$ cat src/rtl/lcd_clock_pkg.sv
// HD44780 command/character constants, BCD time bundle and sequencer state enum shared by the LCD writer.
package lcd_clock_pkg;

  localparam logic [7:0] FUNC_SET_4B = 8'h28;
  localparam logic [7:0] DISP_ON     = 8'h0C;
  localparam logic [7:0] ENTRY_INC   = 8'h06;
  localparam logic [7:0] CLEAR       = 8'h01;
  localparam logic [7:0] SET_DDRAM   = 8'h80;
  localparam logic [7:0] CHAR_COLON  = 8'h3A;
  localparam logic [7:0] CHAR_ERR    = 8'h3F;

  typedef enum logic [1:0] {
    ST_PWRUP,
    ST_INIT,
    ST_IDLE,
    ST_REFRESH
  } seq_state_t;

  typedef struct packed {
    logic [3:0] hours_tens;
    logic [3:0] hours_ones;
    logic [3:0] minutes_tens;
    logic [3:0] minutes_ones;
    logic [3:0] seconds_tens;
    logic [3:0] seconds_ones;
  } bcd_time_t;

  function automatic logic [7:0] digit_char(input logic [3:0] d);
    return (d <= 4'd9) ? (8'h30 + {4'h0, d}) : CHAR_ERR;
  endfunction

endpackage

$ cat src/rtl/lcd_nibble_writer.sv
// Drives one LCD nibble: 1 setup cycle, E_PULSE_CYCLES of lcd_e, 1 hold cycle, then post_wait_cycles+1 idle.
// done pulses in the last wait cycle; start is only honoured while idle.
module lcd_nibble_writer #(
  parameter int E_PULSE_CYCLES = 25,
  parameter int WAIT_W         = 24
) (
  input  logic              clk,
  input  logic              reset_n,
  input  logic              start,
  input  logic              rs,
  input  logic [3:0]        nibble,
  input  logic [WAIT_W-1:0] post_wait_cycles,
  output logic              done,
  output logic              lcd_e,
  output logic              lcd_rs,
  output logic [3:0]        lcd_data
);

  typedef enum logic [2:0] {
    NW_IDLE,
    NW_SETUP,
    NW_EHI,
    NW_HOLD,
    NW_WAIT
  } nw_state_t;

  localparam logic [WAIT_W-1:0] E_LAST = WAIT_W'(E_PULSE_CYCLES - 1);

  nw_state_t         state, state_nxt;
  logic [WAIT_W-1:0] cnt;
  logic [WAIT_W-1:0] wait_q;

  always_ff @(posedge clk or negedge reset_n) begin
    if (!reset_n) state <= NW_IDLE;
    else          state <= state_nxt;
  end

  always_comb begin
    state_nxt = state;
    case (state)
      NW_IDLE:  if (start) state_nxt = NW_SETUP;
      NW_SETUP: state_nxt = NW_EHI;
      NW_EHI:   if (cnt == '0) state_nxt = NW_HOLD;
      NW_HOLD:  state_nxt = NW_WAIT;
      NW_WAIT:  if (cnt == '0) state_nxt = NW_IDLE;
      default:  state_nxt = NW_IDLE;
    endcase
    done  = (state == NW_WAIT) && (cnt == '0);
    lcd_e = (state == NW_EHI);
  end

  // rs/data are latched at start and left untouched until the next start, covering setup and hold.
  always_ff @(posedge clk or negedge reset_n) begin
    if (!reset_n) begin
      cnt      <= '0;
      wait_q   <= '0;
      lcd_rs   <= 1'b0;
      lcd_data <= 4'h0;
    end else begin
      case (state)
        NW_IDLE: if (start) begin
          lcd_rs   <= rs;
          lcd_data <= nibble;
          wait_q   <= post_wait_cycles;
        end
        NW_SETUP: cnt <= E_LAST;
        NW_HOLD:  cnt <= wait_q;
        NW_EHI, NW_WAIT: if (cnt != '0) cnt <= cnt - 1'b1;
        default: ;
      endcase
    end
  end

endmodule

$ cat src/rtl/lcd_time_writer.sv
// Runs HD44780 4-bit init once, then rewrites "HH:MM:SS" on line 1 whenever the BCD digits differ from the snapshot.
// First lcd_e rise 2 cycles after capture; digit changes during a refresh are picked up on return to IDLE.
module lcd_time_writer
  import lcd_clock_pkg::*;
#(
  parameter int         CLOCK_FREQ      = 50_000_000,
  parameter int         POWERUP_WAIT_MS = 20,
  parameter int         E_PULSE_CYCLES  = 25,
  parameter int         CMD_WAIT_US     = 50,
  parameter int         CLEAR_WAIT_US   = 2000,
  parameter logic [6:0] DISPLAY_ADDR    = 7'h04
) (
  input  logic       clk,
  input  logic       reset_n,
  input  logic [3:0] bcd_hours_tens,
  input  logic [3:0] bcd_hours_ones,
  input  logic [3:0] bcd_minutes_tens,
  input  logic [3:0] bcd_minutes_ones,
  input  logic [3:0] bcd_seconds_tens,
  input  logic [3:0] bcd_seconds_ones,
  output logic       lcd_rs,
  output logic       lcd_rw,
  output logic       lcd_e,
  output logic [3:0] lcd_data,
  output logic       init_done,
  output logic       busy
);

  localparam int US_CYC  = CLOCK_FREQ / 1_000_000;
  localparam int PWR_CYC = POWERUP_WAIT_MS * 1000 * US_CYC;
  localparam int W       = $clog2(PWR_CYC + 5000 * US_CYC + CLEAR_WAIT_US * US_CYC + 2);

  localparam logic [W-1:0] PWR_LAST  = W'(PWR_CYC - 1);
  localparam logic [W-1:0] CYC_US    = W'(US_CYC);
  localparam logic [W-1:0] CYC_5MS   = W'(5000 * US_CYC);
  localparam logic [W-1:0] CYC_200US = W'(200 * US_CYC);
  localparam logic [W-1:0] CYC_CMD   = W'(CMD_WAIT_US * US_CYC);
  localparam logic [W-1:0] CYC_CLEAR = W'(CLEAR_WAIT_US * US_CYC);

  seq_state_t   state, state_nxt;
  bcd_time_t    live, snap;
  logic [W-1:0] pwr_cnt;
  logic [3:0]   step;
  logic         half, kick;
  logic [7:0]   cur_byte;
  logic         cur_rs, single, last_step, item_end, seq_end;
  logic [W-1:0] single_wait, post_wait;
  logic [3:0]   nib;
  logic         nw_done;

  assign live   = {bcd_hours_tens, bcd_hours_ones, bcd_minutes_tens,
                   bcd_minutes_ones, bcd_seconds_tens, bcd_seconds_ones};
  assign lcd_rw = 1'b0;
  assign busy   = (state != ST_IDLE);

  // Step table: INIT steps 0..3 are lone high nibbles, everything else is a full byte.
  always_comb begin
    cur_byte    = 8'h00;
    cur_rs      = 1'b0;
    single      = 1'b0;
    single_wait = '0;
    if (state == ST_INIT) begin
      case (step)
        4'd0:    begin cur_byte = 8'h30; single = 1'b1; single_wait = CYC_5MS;   end
        4'd1:    begin cur_byte = 8'h30; single = 1'b1; single_wait = CYC_200US; end
        4'd2:    begin cur_byte = 8'h30; single = 1'b1; single_wait = CYC_CMD;   end
        4'd3:    begin cur_byte = 8'h20; single = 1'b1; single_wait = CYC_CMD;   end
        4'd4:    cur_byte = FUNC_SET_4B;
        4'd5:    cur_byte = DISP_ON;
        4'd6:    cur_byte = ENTRY_INC;
        default: cur_byte = CLEAR;
      endcase
    end else begin
      cur_rs = (step != 4'd0);
      case (step)
        4'd0:       cur_byte = SET_DDRAM | {1'b0, DISPLAY_ADDR};
        4'd1:       cur_byte = digit_char(snap.hours_tens);
        4'd2:       cur_byte = digit_char(snap.hours_ones);
        4'd4:       cur_byte = digit_char(snap.minutes_tens);
        4'd5:       cur_byte = digit_char(snap.minutes_ones);
        4'd7:       cur_byte = digit_char(snap.seconds_tens);
        4'd8:       cur_byte = digit_char(snap.seconds_ones);
        default:    cur_byte = CHAR_COLON;
      endcase
    end
    nib       = half ? cur_byte[3:0] : cur_byte[7:4];
    post_wait = single ? single_wait :
                !half  ? CYC_US :
                (cur_byte == CLEAR && !cur_rs) ? CYC_CLEAR : CYC_CMD;
    last_step = (state == ST_INIT) ? (step == 4'd7) : (step == 4'd8);
    item_end  = nw_done && (single || half);
    seq_end   = item_end && last_step;
  end

  always_ff @(posedge clk or negedge reset_n) begin
    if (!reset_n) state <= ST_PWRUP;
    else          state <= state_nxt;
  end

  always_comb begin
    state_nxt = state;
    case (state)
      ST_PWRUP:   if (pwr_cnt >= PWR_LAST) state_nxt = ST_INIT;
      ST_INIT:    if (seq_end) state_nxt = ST_REFRESH;
      ST_IDLE:    if (live != snap) state_nxt = ST_REFRESH;
      ST_REFRESH: if (seq_end) state_nxt = ST_IDLE;
      default:    state_nxt = ST_PWRUP;
    endcase
  end

  always_ff @(posedge clk or negedge reset_n) begin
    if (!reset_n) begin
      pwr_cnt   <= '0;
      step      <= 4'd0;
      half      <= 1'b0;
      kick      <= 1'b0;
      snap      <= '0;
      init_done <= 1'b0;
    end else begin
      kick <= 1'b0;
      if (state == ST_PWRUP && pwr_cnt != '1) pwr_cnt <= pwr_cnt + 1'b1;
      if (state != state_nxt) begin
        step <= 4'd0;
        half <= 1'b0;
        kick <= (state_nxt == ST_INIT) || (state_nxt == ST_REFRESH);
        if (state_nxt == ST_REFRESH) snap <= live;
        if (state == ST_INIT) init_done <= 1'b1;
      end else if (nw_done) begin
        kick <= 1'b1;
        if (item_end) begin
          half <= 1'b0;
          step <= step + 4'd1;
        end else begin
          half <= 1'b1;
        end
      end
    end
  end

  lcd_nibble_writer #(
    .E_PULSE_CYCLES (E_PULSE_CYCLES),
    .WAIT_W         (W)
  ) u_nibble (
    .clk              (clk),
    .reset_n          (reset_n),
    .start            (kick),
    .rs               (cur_rs),
    .nibble           (nib),
    .post_wait_cycles (post_wait),
    .done             (nw_done),
    .lcd_e            (lcd_e),
    .lcd_rs           (lcd_rs),
    .lcd_data         (lcd_data)
  );

endmodule

$ cat config.mk
export PLATFORM = sky130hd
export DESIGN_NAME = lcd_time_writer
export DESIGN_NICKNAME = d
export VERILOG_FILES = /design/src/rtl/lcd_clock_pkg.sv /design/src/rtl/lcd_nibble_writer.sv /design/src/rtl/lcd_time_writer.sv
export SDC_FILE = /design/constraint.sdc
export NUM_CORES = 1
export LEC_CHECK = 0
export ABC_AREA = 1
export CORE_ASPECT_RATIO = 1.1
export CORE_MARGIN = 8
export CORE_UTILIZATION = 50
export CTS_BUF_LIST = sky130_fd_sc_hd__clkbuf_8
export CTS_CLUSTER_DIAMETER = 80
export DETAILED_ROUTE_END_ITERATION = 16
export PLACE_DENSITY = 0.69
export SLEW_MARGIN = 30
export SYNTH_ARGS = -nofsm -noshare
export SYNTH_HDL_FRONTEND = slang
export SYNTH_SLANG_ARGS = --single-unit
$ cat constraint.sdc
create_clock -name clk -period 5.2 [get_ports clk]
set_input_delay 0.78 -clock clk [delete_from_list [all_inputs] [get_ports clk]]
set_output_delay 0.78 -clock clk [all_outputs]
set_load 0.05 [all_outputs]
; ---- Word-level counts from Yosys, hierarchy flattened
; Index checks and enable logic that the tools add are counted.
[word_totals]
ff_bits = 104
in_bits = 26
output_inout_bits = 9
elab_cells = 124
[classes]
addsub = 9
order_cmp = 7
n_eq_ne = 26
muxes = 38
n_reduce_logical = 27
[ops]
columns = op, n
row1 = 21-bit case mux with 3 select lines, 1
row2 = 8-bit case mux with 7 select lines, 1
row3 = 18-bit case mux with 3 select lines, 1
row4 = 6-bit by 4-bit adder with 7-bit output (first input constant), 6
row5 = 21-bit two-way mux, 2
row6 = 7-bit two-way mux, 6
row7 = 17-bit two-way mux, 2
row8 = 6-bit case mux with 5 select lines, 1
row9 = 4-bit <= comparator (second input constant), 6
row10 = 24-bit != test, 1
row11 = 21-bit by 1-bit adder with 21-bit output (second input constant), 1
row12 = 21-bit by 20-bit greater-or-equal comparator with 1-bit output (second input constant), 1
row13 = 21-bit logical NOT, 1
row14 = 21-bit != test (second input constant), 1
row15 = 21-bit nonzero test, 1
row16 = 21-bit by 1-bit subtractor with 21-bit output (second input constant), 1
row17 = 18-bit two-way mux, 1
row18 = 4-bit by 3-bit equality test with 1-bit output (second input constant), 4
row19 = 4-bit two-way mux, 4
row20 = 3-bit case mux with 5 select lines, 1
row21 = 2-bit AND reduction, 5
row22 = 1-bit two-way mux, 9
row23 = 3-bit two-way mux, 3
row24 = 4-bit by 2-bit equality test with 1-bit output (second input constant), 2
row25 = other kinds (28), 45

; ---- Logic depth before layout (Yosys ltp)
; Gate-level depths: netlist of the first run.
[logic_depth]
depth_word = 12
mapped_depth = 15
depth_no_buf = 14

; ---- Cells and area by module
; A second synthesis of the first run with hierarchy kept.
[unflattened]
cells_unflattened = 912
hier_area_um2 = 6558.8
[by_module_without_submodules]
columns = module, instances, cells_each, area_each_um2, seq_area_each_um2
row1 = lcd_time_writer, 1, 558, 3764.9, 1351.3
row2 = lcd_nibble_writer, 1, 354, 2793.9, 1251.2

; ---- Least setup slack after synthesis of the first run
; Ideal clock, no wire load.
[synth_timing]
kind = flip-flop to flip-flop
from = reg u_nibble.state[2]
to = reg u_nibble.cnt[8]
setup_ps = 129
t_arrival_ps = 2222
t_required_ps = 5071
slack_ps = 2849
path_stages_with_launch = 12
n_path_buf = 1
cell_sequence = dfrtp_1 nor2_1 inv_1 nor2_1 nor2_4 inv_2 nand2_1 nand2_2 inv_1 buf_2 o21ai_0 o21ai_0
[synth_via]
elab_chain_len = 4
elab_cells_between_ends = 9
[synth_lines]
columns = element, line_no
row1 = start: declaration, lcd_nibble_writer.sv:29  ; nw_state_t state, state_nxt;
row2 = start signal: assignment, lcd_nibble_writer.sv:35  ; else state <= state_nxt;
row3 = 3-bit by 2-bit equality test with 1-bit output *, n/a
row4 = named net lcd_e, lcd_time_writer.sv:23  ; output logic lcd_e,
row5 = 2-bit OR reduction *, lcd_nibble_writer.sv:60  ; case (state)
row6 = 2-bit by 1-bit != test with 1-bit output (no line) / 3-bit nonzero test (equally long branches), n/a
row7 = 2-bit AND reduction (no line), n/a
row8 = end signal: assignment, lcd_nibble_writer.sv:67  ; NW_HOLD: cnt <= wait_q;
row9 = end signal: assignment, lcd_nibble_writer.sv:68  ; NW_EHI, NW_WAIT: if (cnt != '0) cnt <= cnt - 1'b1;
row10 = end: declaration, lcd_nibble_writer.sv:30  ; logic [WAIT_W-1:0] cnt;
; The timed path passes the listed nets; every way through them passes the cells marked *.
; A chain may end at the register's enable or synchronous reset.

; ---- Worst setup path in the final report of the first run
[layout_timing]
from = reg state[0]
to = reg snap[2] in the netlist's numbering
[layout_via]
elab_chain_len = 9
elab_cells_between_ends = 17
[layout_lines]
columns = element, line_no
row1 = start: declaration, lcd_time_writer.sv:40  ; seq_state_t state, state_nxt;
row2 = start signal: assignment, lcd_time_writer.sv:97  ; else state <= state_nxt;
row3 = 2-bit by 1-bit equality test with 1-bit output, "lcd_time_writer.sv:62, lcd_time_writer.sv:90, lcd_time_writer.sv:102"
row4 = 1-bit two-way mux, lcd_time_writer.sv:62  ; if (state == ST_INIT) begin
row5 = 1-bit logical OR, lcd_time_writer.sv:91  ; item_end = nw_done && (single || half);
row6 = 1-bit logical AND, lcd_time_writer.sv:91
row7 = 1-bit logical AND, lcd_time_writer.sv:92  ; seq_end = item_end && last_step;
row8 = 2-bit two-way mux (on tied branches), "lcd_time_writer.sv:106, lcd_time_writer.sv:104"
row9 = 2-bit case mux with 4 select lines, lcd_time_writer.sv:102  ; case (state)
row10 = 2-bit != test / 2-bit equality test (equally long branches), "lcd_time_writer.sv:122, lcd_time_writer.sv:126"
row11 = 2-bit AND reduction (no line) *, n/a
row12 = end signal: assignment, lcd_time_writer.sv:126  ; if (state_nxt == ST_REFRESH) snap <= live;
row13 = end: declaration, lcd_time_writer.sv:41  ; bcd_time_t live, snap;
; Every way passes the cells marked *; elsewhere a longest branch is shown, timed or not.

==> metrics, run 1 <==
outcome complete, no violations; CTS root buf clkbuf_8; unrepaired setup endpoints after global routing false; Max Transition Viols Final 0; Critical Path AT roughly 3.3 ns; Post-DRT Antenna Nets 0; CTS H-tree depth 3; DRT iter0 DRCs about 440; Reg power frac 0.570; Routed wire per std cell 15.2 um; Post-synth EDFFs 0; vias per cell 5.54; top-area cell type share of the netlist area 0.389; startpoint types flip-flop; Seq/Total Area, Yosys 0.389; Final Setup Violations 0; Max IR drop VDD around 0.13 mV; largest family of logic cells by synthesized area simple AND/OR/NAND/NOR gates; largest net degree at the start of global routing 64; first-pass GRT wire length roughly 26000 um; CP Max Fanout 29; asr flop ratio synth 1.00; hold_buf cts 0; nature of the critical path endpoint flip-flop; Bufs on Longest Clock Path 2; switching share of total power 0.230; initial antenna violation count 0; Critical Path RT 5.51 ns; Max Fclk roughly 0.33 GHz; kind of critical path reg2reg; starting density of the core 0.504; highest routed layer met4; Syn Inst Count about 810; adder-cell area share of the yosys netlist 0.0146; Primary FF master, synth dfrtp_1; vias in the first global route approximately 5400; CTS tree yes; cell taking the most area after synthesis dfrtp_1; CTS clk-pin slew, worst paths 0.09 ns; P_sw roughly 290 uW; gr usage total 0.202; I/O Pins 35; # diodes 0; dpl hpwl around 11000 um; Post-Syn Area between 5000 and 6000 sq um; Synth area leaders dfrtp_1, nand2_1, inv_1, nor2_1, o21ai_0; Synth Register Bits 93; Gate power share 0.042; met2 routed WL between 7000 and 8000 um; Hold Vio Cnt, Final 0; fin crit period approximately 3 ns; max-cap viol count 0; post-layout net count between 800 and 900; Pwr per Cell Area 193 nW/um^2; Setup TNS 0 ns; clock sink count between 90 and 100; Core Area 11900 sq um; average size of a mapped cell 7.36 sq um; routed length on met1 approximately 6500 um; synth warn 0; Mapped Nets roughly 850; die height roughly 130 um; CP bufs+invs 2; reg2reg path depth 12; post-synthesis simple-gate area fraction 0.317; layout cell share with drive strength beyond 1 0.0903; DRC 0; crit-path cells inv_2 > nor2_2 > nand2_2 > nand2_2 > inv_2 > nor3_4 > nand3_2 > nand2_2 > nand2_4 > o211ai_4 > nand2_1 > nand2_1; Final Cycle Share 0.578; internal power about 980 uW; Slew HR 0.361; Top cell by count, worst path nand2_2; number of setup buffers added after CTS 0; die area between 15000 and 20000 sq um; CP max stage delay 0.47 ns; wire length on met3 ~700 um; CP startpoint state[0]$_DFF_PN0_; Leak 3.30 nW; Hold Crit Class in2async; Area Growth Syn to Fin 9.86%; row count 42; WL final approximately 15000 um; Filler cells 1179; Min Hold Slack slightly below 0.5 ns; Yosys cell types about 50; Worst Tran Pin Value about 0.95 ns; Pre-antenna DRT Iters 5; gp weighted congestion roughly 0.89; number of gates resized after CTS 0; Clock Skews ~0.008 ns; R2R setup slack around 2.2 ns; Top delay family on crit path simple AND/OR/NAND/NOR gates; Die X between 100 and 150 um; Vias 5516; Overflow after GRT 0; cts bufs inserted 9; launching point of the worst reg2reg path state[0]$_DFF_PN0_; port bufs 33; area fraction in compound gates after synthesis 0.141; terminus of the critical flop-to-flop path snap[2]$_DFFE_PN0P_; crit path max-delay cell type o211ai_4; XOR/XNOR share of the synthesized area 0.0380; clk_lat worst skew about 0.38 ns; clock power share 0.387; fraction of synthesized area in multiplexers 0
==> power by group through the flow <==
| stage | registers [mW] | logic, mW | clock network [mW] |
|---|---|---|---|
| final | 0.722 | 0.0538 | 0.491 |
| after global routing | 0.723 | 0.0609 | 0.528 |
| after CTS | 0.722 | 0.0552 | 0.505 |
| after detailed placement | 0.737 | 0.0549 | 0 |
| after global placement | 0.737 | 0.0546 | 0 |
| after floorplan | 0.737 | 0.0134 | 0 |
==> worst max-delay path by stage <==
stage	cells past startpoint	to	slack (ns)
global route	12	snap[2]$_DFFE_PN0P_	1.94
finish	12	snap[2]$_DFFE_PN0P_	2.20
floorplan	11	u_nibble.cnt[8]$_DFFE_PN0P_	2.85
global placement	15	snap[4]$_DFFE_PN0P_	2.23
detailed placement	15	snap[4]$_DFFE_PN0P_	2.20
CTS	4	lcd_e	2.22
==> sequential cells by signal, summed over array words and instances (netlist names) <==
signal / count
u_nibble.state: 3
snap: 24
u_nibble.cnt: 21
init_done: 1
step: 4
state: 2
half: 1
u_nibble.wait_q: 10
u_nibble.lcd_rs: 1
pwr_cnt: 21
u_nibble.lcd_data: 4
kick: 1
==> routing by layer <==
| metal | vias to the layer above | global-route usage |
|---|---|---|
| met5 | - | 0 |
| met3 | 39 | 0.0395 |
| met4 | 0 | 0.0949 |
| met2 | 171 | 0.349 |
| met1 | 2611 | 0.239 |
| li1 | 2695 | - |
==> kinds of logic after synthesis <==
logic type / after synthesis
buffers and inverters: 146
AOI/OAI and AO/OA: 134
and+or+nand+nor: 406
adders and majority gates: 7
other: 1
xor gates and xnor gates: 26
DFF: 93
==> stage by stage <==
step | setup slack, ns | utilization | power (mW) | instance area (sq um) | cells
2_1_floorplan | 2.85 | - | 0.751 | 5990 | 813
3_3_place_gp | 2.23 | 0.538 | 0.791 | 6380 | 980
3_5_place_dp | 2.20 | 0.538 | 0.792 | 6380 | 980
4_1_cts | 2.22 | 0.554 | 1.28 | 6580 | 996
5_1_grt | 1.94 | 0.554 | 1.31 | 6580 | 996
6_report | 2.20 | 0.554 | 1.27 | 6580 | 996
==> cell usage after synthesis, types with 9 or more instances <==
master and count:
o2111ai_1 24, nand2_2 29, nor3_1 19, nand3_1 37, xor2_1 20, o21ai_0 49
nand4_1 20, nor2_1 70, nand2_1 197, a22oi_1 9, inv_1 120, a21oi_1 30
dfrtp_1 93
==> cell usage in the layout, fill, tap and decap left out, drive strengths merged, types with 2 or more instances in the layout <==
cell type,n
nand2,229
nor4,6
clkbuf,10
nor2,82
ha,7
xor2,20
a31oi,2
or2,5
o21ai,51
nand4,20
clkdlybuf4s50,32
o21a,2
o31ai,4
dfrtp,93
inv,127
a22oi,9
nand3b,2
o22ai,5
clkinv,2
a21oi,30
o211ai,2
nand3,39
xnor2,6
o2111ai,24
nor3,21
buf,2
==> area by class of cell <==
cell class	count	area, sq um	share of cell area
Timing Repair Buffer	34	335	0.0510
Inverter	125	472	0.0717
Sequential cell	93	2330	0.354
Clock buffer	10	138	0.0209
Clock inverter	6	55.1	0.00837
Multi-Input combinational cell	574	3060	0.465
Tap cell	154	193	0.0293
No activity file was read; power rests on OpenSTA's default activity.
==> run 2, diff against run 1 <==
==> constraint.sdc (replaced) <==
create_clock -name clk -period 2.8 [get_ports clk]
set_input_delay 0.42 -clock clk [delete_from_list [all_inputs] [get_ports clk]]
set_output_delay 0.42 -clock clk [all_outputs]
set_load 0.05 [all_outputs]
==> run 2 against run 1 <==
Compared with the run above: die area unchanged; cell count increased by 0.80%; cell area increased by 1.7%; register-to-register slack got worse by 1.9 ns; global-route usage decreased by 0.085 points; highest routed layer unchanged.
==> metrics, run 2 (synthesized netlist as in run 1, its figures left out) <==
outcome complete, no violations; Core Area 11900 sq um (unchanged); Max Transition Viols Final 0 (unchanged); Routed wire per std cell 15.1 um (-0.22%); CP max stage delay 0.87 ns (+0.40 ns); Final Setup Violations 0 (unchanged); Die X 120 um (unchanged); Top cell by count, worst path nor2_1; most common cell after layout, fill and taps aside nand2_1; total power 2.47 mW (+95%); area occupied by multi-input gates 3060 sq um (unchanged); commonest non-fill, non-tap cells in the layout nand2_1, inv_1, dfrtp_1; Pwr per Cell Area 370 nW/um^2 (+92%); number of setup buffers added after CTS 0 (unchanged); Top Usage Layer GRT met2; Area Growth Syn to Fin 11.7%; Critical Path RT 2.38 ns (-3.13 ns); Slew HR 0.346 (-0.0151); I/O Pins 35 (unchanged); Bufs on Longest Clock Path 2 (unchanged); met2 global-route usage 0.349 (unchanged); CP Max Fanout 3 (-90%); Max IR drop VDD 0.201 mV (+54%); max-cap viol count 0 (unchanged); CTS clk-pin slew, worst paths 0.10 ns (about the same); Pre-antenna DRT Iters 5 (unchanged); post-layout net count 879 (+1.0%); Final Cycle Share 0.905; CP bufs+invs 2 (unchanged); starting density of the core 0.504 (unchanged); Vias 5482 (-0.62%); DRT iter0 DRCs 439 (-0.68%); flip-flop and latch area 2330 sq um (unchanged); die height 131 um (unchanged); clock sink count 93 (unchanged); met1 global-route usage 0.241 (+0.00202); port bufs 33 (unchanged); Top delay family on crit path buffers and inverters; met3 usage 0.0305 (-0.00902); max FFs per register 24 (unchanged); largest net degree at the start of global routing 38 (-41%); cts bufs inserted 9 (unchanged); Overflow after GRT 0 (unchanged); setup ws final 0.267 ns (-1.93 ns); kind of critical path reg2out; Clock Skews 0.0121 ns (+0.00430 ns); nature of the critical path endpoint output pin; WL final 15200 um (+0.58%); DRC 0 (unchanged); Post-DRT Antenna Nets 0 (unchanged); top flop regs snap (24), pwr_cnt (21), u_nibble.cnt (21); gp weighted congestion 0.917 (+3.2%); CTS root buf clkbuf_8; crit-path cells nor2_1 > inv_1 > nor2_1 > clkdlybuf4s50_1; layout cell share with drive strength beyond 1 0.100 (+0.00974); initial antenna violation count 0 (unchanged); Leak 3.36 nW (+1.8%); vias per cell 5.46 (-1.4%); fin crit period approximately 2.5 ns; row count 42 (unchanged); crit path max-delay cell type clkdlybuf4s50_1; first-pass GRT wire length 25800 um (+0.21%); unrepaired setup endpoints after global routing false; CTS H-tree depth 3 (unchanged); Hold Vio Cnt, Final 0 (unchanged); number of gates resized after CTS 0 (unchanged); Max Fclk approximately 0.39 GHz; vias in the first global route 5408 (-0.29%); hold_buf cts 0 (unchanged); Reg with most FFs snap; # diodes 0 (unchanged); die area 15700 sq um (unchanged); dpl hpwl 11400 um (+2.3%); clk_lat worst skew 0.38 ns (about the same); Worst Tran Pin Value 0.976 ns (+0.0226 ns); pre-CTS setup slack 0.324 ns (-1.88 ns); Critical Path AT 2.11 ns (-1.21 ns); Hold Crit Class in2async; gr usage total 0.201 (-0.000855); Filler cells 1166 (-1.1%); startpoint types flip-flop; CTS tree yes; Setup TNS 0 ns (unchanged)
run 2: per-layer routing:
layer,part of all wire,vias to the layer above
met3,0.046,31
li1,-,2712
met1,0.44,2559
met2,0.49,180
met4,0.024,0
met5,0,-
run 2: through the flow:
step                hold slack, ns  area, sq um  utilization  cells
floorplan                    0.124         5990            -    813
CTS                         0.0161         6690        0.563   1004
global placement             0.429         6460        0.544    989
global route                0.0460         6690        0.563   1004
detailed placement           0.434         6460        0.544    989
finish                      0.0130         6690        0.563   1004
run 2: final cells by class:
cell class | instances | share of cell area
inverters | 125 | 0.0705
clock inverters | 4 | 0.0108
repair buffers | 43 | 0.0621
well taps | 154 | 0.0288
clock buffers | 11 | 0.0226
flip-flops and latches | 93 | 0.348
multi-input cells | 574 | 0.457
run 2: final timing paths:
check	startpoint	to	slack (ns)	depth (start not counted)
min in group clk	init_done$_DFFE_PN0P_	init_done$_DFFE_PN0P_	0.49	1
hold / removal	reset_n	u_nibble.cnt[7]$_DFFE_PN0P_	0.01	1
hold reg to reg	init_done$_DFFE_PN0P_	init_done$_DFFE_PN0P_	0.49	1
setup / recovery	u_nibble.state[2]$_DFFE_PN0P_	lcd_e	0.27	4
max in group asynchronous	reset_n	pwr_cnt[7]$_DFFE_PN0P_	2.08	2
setup reg to reg	u_nibble.cnt[16]$_DFFE_PN0P_	snap[0]$_DFFE_PN0P_	0.31	11
run 2: power by group:
part	switching, mW	internal (mW)
clock	0.481	0.546
sequential	0	1.34
combinational	0.0600	0.0448
total	0.541	1.93
run 2: worst reg2reg max path: cells and delay by family (launching register included):
family	cells	cell delay [ns]
flops	1	0.41
compound gates	1	0.41
simple gates	8	1.15
buf+inv	2	0.42
